`src/rtl/song_reader_if.sv`:
```
// Bundles the song ROM bus and the note_player hand-off seen by song_reader.
interface song_reader_if #(
    parameter int NOTE_IDX_W = 5,
    parameter int SONG_W     = 2
);
    logic [SONG_W+NOTE_IDX_W-1:0] rom_addr;
    logic [11:0]                  rom_dout;
    logic [5:0]                   note;
    logic [5:0]                   duration;
    logic                         new_note;
    logic                         song_done;
    logic                         note_done;

    modport master (
        output rom_addr,
        input  rom_dout,
        output note,
        output duration,
        output new_note,
        output song_done,
        input  note_done
    );

    modport slave (
        input  rom_addr,
        output rom_dout,
        input  note,
        input  duration,
        input  new_note,
        input  song_done,
        output note_done
    );
endinterface

```
`src/rtl/song_reader.sv`:
```
// Walks one song of the ROM entry by entry and hands each {note, duration}
// to the note player with a single-cycle load strobe.
module song_reader #(
    parameter int NOTE_IDX_W = 5,
    parameter int SONG_W     = 2
) (
    input  logic              clk,
    input  logic              reset,
    input  logic              play,
    input  logic [SONG_W-1:0] song,
    song_reader_if.master     bus
);
    typedef enum logic [2:0] {
        S_IDLE  = 3'd0,
        S_FETCH = 3'd1,
        S_LOAD  = 3'd2,
        S_WAIT  = 3'd3,
        S_END   = 3'd4
    } state_t;

    localparam logic [NOTE_IDX_W-1:0] IDX_ZERO = {NOTE_IDX_W{1'b0}};
    localparam logic [NOTE_IDX_W-1:0] IDX_ONE  = {{(NOTE_IDX_W-1){1'b0}}, 1'b1};
    localparam logic [NOTE_IDX_W-1:0] IDX_MAX  = {NOTE_IDX_W{1'b1}};

    state_t                  state_q, state_d;
    logic [NOTE_IDX_W-1:0]   note_idx_q, note_idx_d;
    logic [SONG_W-1:0]       song_q, song_d;
    logic [5:0]              note_q, note_d;
    logic [5:0]              duration_q, duration_d;
    logic                    new_note_q, new_note_d;
    logic                    song_done_q, song_done_d;
    logic                    song_changed_s;

    // Next-state, entry index and output register inputs.
    always_comb begin
        state_d        = state_q;
        note_idx_d     = note_idx_q;
        note_d         = note_q;
        duration_d     = duration_q;
        song_d         = song;
        song_changed_s = (song != song_q);

        if (song_changed_s && (state_q != S_IDLE)) begin
            state_d    = S_IDLE;
            note_idx_d = IDX_ZERO;
        end else begin
            case (state_q)
                S_IDLE: begin
                    if (play) begin
                        state_d = S_FETCH;
                    end else begin
                        state_d = S_IDLE;
                    end
                end
                S_FETCH: state_d = S_LOAD;
                // A zero duration marks the end of the song and is never loaded.
                S_LOAD: begin
                    if (bus.rom_dout[5:0] == 6'd0) begin
                        state_d = S_END;
                    end else begin
                        state_d    = S_WAIT;
                        note_d     = bus.rom_dout[11:6];
                        duration_d = bus.rom_dout[5:0];
                    end
                end
                // new_note_q marks the first WAIT cycle, where note_done may be stale.
                S_WAIT: begin
                    if (!new_note_q && play && bus.note_done) begin
                        if (note_idx_q == IDX_MAX) begin
                            state_d = S_END;
                        end else begin
                            state_d    = S_FETCH;
                            note_idx_d = note_idx_q + IDX_ONE;
                        end
                    end else begin
                        state_d = S_WAIT;
                    end
                end
                S_END: begin
                    if (!play) begin
                        state_d    = S_IDLE;
                        note_idx_d = IDX_ZERO;
                    end else begin
                        state_d = S_END;
                    end
                end
                default: begin
                    state_d    = S_IDLE;
                    note_idx_d = IDX_ZERO;
                end
            endcase
        end

        new_note_d  = (state_q == S_LOAD) && (state_d == S_WAIT);
        song_done_d = (state_d == S_END);
    end

    // State and registered outputs.
    always_ff @(posedge clk or negedge reset) begin
        if (!reset) begin
            state_q     <= S_IDLE;
            note_idx_q  <= IDX_ZERO;
            song_q      <= {SONG_W{1'b0}};
            note_q      <= 6'd0;
            duration_q  <= 6'd0;
            new_note_q  <= 1'b0;
            song_done_q <= 1'b0;
        end else begin
            state_q     <= state_d;
            note_idx_q  <= note_idx_d;
            song_q      <= song_d;
            note_q      <= note_d;
            duration_q  <= duration_d;
            new_note_q  <= new_note_d;
            song_done_q <= song_done_d;
        end
    end

    assign bus.rom_addr  = {song, note_idx_q};
    assign bus.note      = note_q;
    assign bus.duration  = duration_q;
    assign bus.new_note  = new_note_q;
    assign bus.song_done = song_done_q;
endmodule

```
`src/flat_wrapper.sv`:
```
// flat-port wrapper written by rule: the top's interface ports become plain ports
module song_reader_flat 
#(
    parameter int NOTE_IDX_W = 5,
    parameter int SONG_W     = 2
)
  (clk, reset, play, song, bus_rom_addr, bus_rom_dout, bus_note, bus_duration, bus_new_note, bus_song_done, bus_note_done);
  song_reader_if #(.NOTE_IDX_W(NOTE_IDX_W), .SONG_W(SONG_W)) bus_i ();
  input  logic clk;
  input  logic reset;
  input  logic play;
  input  logic [SONG_W-1:0] song;
  output wire logic [$bits(bus_i.rom_addr)-1:0] bus_rom_addr;
  input wire logic [$bits(bus_i.rom_dout)-1:0] bus_rom_dout;
  output wire logic [$bits(bus_i.note)-1:0] bus_note;
  output wire logic [$bits(bus_i.duration)-1:0] bus_duration;
  output wire logic [$bits(bus_i.new_note)-1:0] bus_new_note;
  output wire logic [$bits(bus_i.song_done)-1:0] bus_song_done;
  input wire logic [$bits(bus_i.note_done)-1:0] bus_note_done;
  assign bus_rom_addr = bus_i.rom_addr;
  assign bus_i.rom_dout = bus_rom_dout;
  assign bus_note = bus_i.note;
  assign bus_duration = bus_i.duration;
  assign bus_new_note = bus_i.new_note;
  assign bus_song_done = bus_i.song_done;
  assign bus_i.note_done = bus_note_done;
  song_reader #(.NOTE_IDX_W(NOTE_IDX_W), .SONG_W(SONG_W)) u_core (.clk(clk), .reset(reset), .play(play), .song(song), .bus(bus_i));
endmodule
```
`config.mk`:
```
export PLATFORM = sky130hd
export DESIGN_NAME = song_reader_flat
export DESIGN_NICKNAME = d
export VERILOG_FILES = /design/src/rtl/song_reader_if.sv /design/src/rtl/song_reader.sv /design/src/flat_wrapper.sv
export SDC_FILE = /design/constraint.sdc
export NUM_CORES = 1
export LEC_CHECK = 0
export ABC_AREA = 1
export BUFFER_PORTS_ARGS = -buffer_cell sky130_fd_sc_hd__buf_4
export CORE_ASPECT_RATIO = 0.6
export CORE_MARGIN = 2
export CORE_UTILIZATION = 25
export DETAILED_ROUTE_END_ITERATION = 10
export PLACE_DENSITY = 0.49
export SLEW_MARGIN = 20
export SYNTH_ARGS = -nofsm -noshare
export SYNTH_HDL_FRONTEND = slang
export SYNTH_SLANG_ARGS = --single-unit
export TNS_END_PERCENT = 50
```
`constraint.sdc`:
```
create_clock -name clk -period 1.8 [get_ports clk]
set_clock_uncertainty 0.05 [all_clocks]
set_input_delay 0.18 -clock clk [delete_from_list [all_inputs] [get_ports clk]]
set_output_delay 0.18 -clock clk [all_outputs]
set_load 0.05 [all_outputs]
```
==> flow_metrics.tcl <==
set metrics [dict create \
    regArea_um2 602 \
    synth-edff-count 0 \
    port_buffers 38 \
    cts_buffer_depth 2 \
    grt-ovfl-total 0 \
    drv_slew 0 \
    fillCellCount 514 \
    chipHeight_um 57.9 \
    diodes 0 \
    vias_per_cell 4.21 \
    hold_slack_ps 90.6 \
    place.gp.congestion 0.861 \
    path_class "reg -> reg" \
    worstSetupEndpointType "register" \
    cellLeakagePower_nw 0.882 \
    ant_nets 0 \
    ys_seq_elements 24 \
    synthesis.nets 168 \
    setup_violations 0 \
    fin_nets 212 \
    ys_warn_count 0 \
    hold_viol 0 \
    fin_crit_sh 0.945 \
    grt_pass1_wl_um 4720 \
    drtIter0Drc 33 \
    grt_max_degree 25 \
    status "finished, final reports clean" \
    power_density_nw_per_um2 1490 \
    synth_cell_types 22 \
    drive_above_1_share 0.298 \
    die_w_um 93.8 \
    fp.coreArea_um2 4610 \
    max_cap_viol_count 0 \
    hp-class "in -> reg" \
    initial_core_util 0.262 \
    setup_tns_ps 0 \
    synth_ff_type "dfrtp_1" \
    cts_num_sinks 24 \
    syn-instance-count 148 \
    grt_usage 0.113 \
    num_rows 19 \
    yosysSeqAreaShare 0.497 \
    wl_per_cell_um 11.4 \
    ys_async_sr_fraction 1.00 \
    dieArea_um2 5430 \
    min_period_ps 1700 \
    num_vias 1069 \
    area_growth_pct 37.7 \
    dr.pass1.iters 6 \
    worstPathArrival_ps 1800 \
    h-tree-depth 1 \
    peakVddDrop_mv 0.452 \
    ioPinCount 39 \
    root_buffer "clkbuf_8" \
    worst_pin_slew_ps 309 \
    numCtsBuffers 3 \
    drt_wl_total_um 2900 \
    worst_setup_path_start_kind "register" \
    grt_pass1_vias 952 \
    grt_setup_unrepaired "no" \
    fin_util 0.361 \
    drcViolationCount 0 \
    cp.required_ps 1900 \
    synth_area_um2 1210 \
    slew_headroom 0.794 \
    dp_hpwl_um 2180 \
    cts_tree "yes" \
    clock.fmax_mhz 588 \
    clk_latency_ps 260 \
    clk_pin_slew_ps 90 \
    worstPathMaxFanout 4 \
    antenna_found_initial 0 \
    multi_input_area_um2 513 \
    syn_avg_cell_area_um2 8.17 \
]
sequential cells by signal, summed over array words and instances (netlist names):
register,count
u_core.bus.note,6
u_core.bus.song_done,1
u_core.bus.duration,6
u_core.state_q,3
u_core.note_idx_q,5
u_core.song_q,2
u_core.bus.new_note,1
cell families (layout without fill, tap and decap cells):
logic type | after synthesis | after routing | share of synthesized area
simple gates | 95 | 95 | 0.353
flops | 24 | 24 | 0.497
buf+inv | 20 | 63 | 0.0911
compound gates | 4 | 4 | 0.0166
xor+xnor | 3 | 3 | 0.0217
fa+ha+maj | 2 | 2 | 0.0207
cell type report:
| type | instances | area share |
|---|---|---|
| multi-input combinational | 104 | 0.308 |
| tap | 63 | 0.0474 |
| inverter | 14 | 0.0346 |
| clock buffer | 4 | 0.0331 |
| timing repair buffer | 45 | 0.215 |
| sequential | 24 | 0.362 |
report_power, final:
group,switching (mW),internal [mW],total [mW]
logic,0.914,0.397,1.31
clock network,0.172,0.195,0.367
registers,0.106,0.695,0.801
worst max-delay path, stage by stage, from the launching register on:
cell and delay (ps):
dfrtp_2 440, ha_1 220, nand2_1 90, nor2_1 50, ha_1 190, nand4_1 150, buf_4 140, nor2_1 30
nor2_1 140, a21oi_1 90
path summary, 6_finish.rpt:
kind / to / slack (ps) / from / cells past startpoint
hold reg to reg: u_core.bus.duration[5] / 420 / u_core.bus.duration[5] / 2
setup / recovery: u_core.bus.song_done / 100 / u_core.note_idx_q[0] / 9
setup reg to reg: u_core.bus.song_done / 100 / u_core.note_idx_q[0] / 9
hold / removal: u_core.bus.note[3] / 90 / bus_rom_dout[9] / 3
min in group asynchronous: u_core.bus.note[2] / 300 / reset / 2
max in group asynchronous: u_core.note_idx_q[0] / 1150 / reset / 2
what timing repair did:
item | CTS | global route
endpoints found under the setup margin | 0 | 5
resized for setup | 0 | 4
setup buffers | 0 | 2
endpoints found under the hold margin | 26 | 0
hold buffers | 3 | 0
stage by stage:
step	total power [mW]	std cells	setup slack, ps	cell area [um2]
final	2.48	254	98.1	1660
after global routing	2.66	254	5.62	1660
after CTS	2.50	252	89.4	1630
after detailed placement	2.12	245	116	1550
after global placement	2.12	245	158	1550
after floorplan	1.75	148	4.42	1210
per-layer routing:
metal | part of all wire | vias to the layer above | GRT usage
met5 | 0 | - | 0
met4 | 0.0031 | 0 | 0.0186
met3 | 0.066 | 2 | 0.0351
met2 | 0.42 | 29 | 0.152
met1 | 0.51 | 479 | 0.177
li1 | - | 559 | -
Yosys cell counts (2+ instances only):
library cell,n,area share
ha_1,2,0.021
nand3_1,28,0.12
inv_1,11,0.034
inv_2,2,0.0062
xnor2_1,2,0.014
nor2_1,16,0.050
dfrtp_1,24,0.50
nand2_2,2,0.010
nand2_1,41,0.13
a21oi_1,3,0.012
nand4_1,2,0.010
buf_4,4,0.025
buf_6,2,0.019
placed cells by master (no fill, tap or decap), drive strengths merged, types with 3 or more instances in the layout:
cell / netlist / routed
dlygate4sd3: 0 / 3
nand3: 28 / 28
dfrtp: 24 / 24
inv: 13 / 13
a21oi: 3 / 3
clkbuf: 0 / 4
nor2: 17 / 17
nand2: 44 / 44
buf: 6 / 42
No activity file was read; power rests on OpenSTA's default activity.
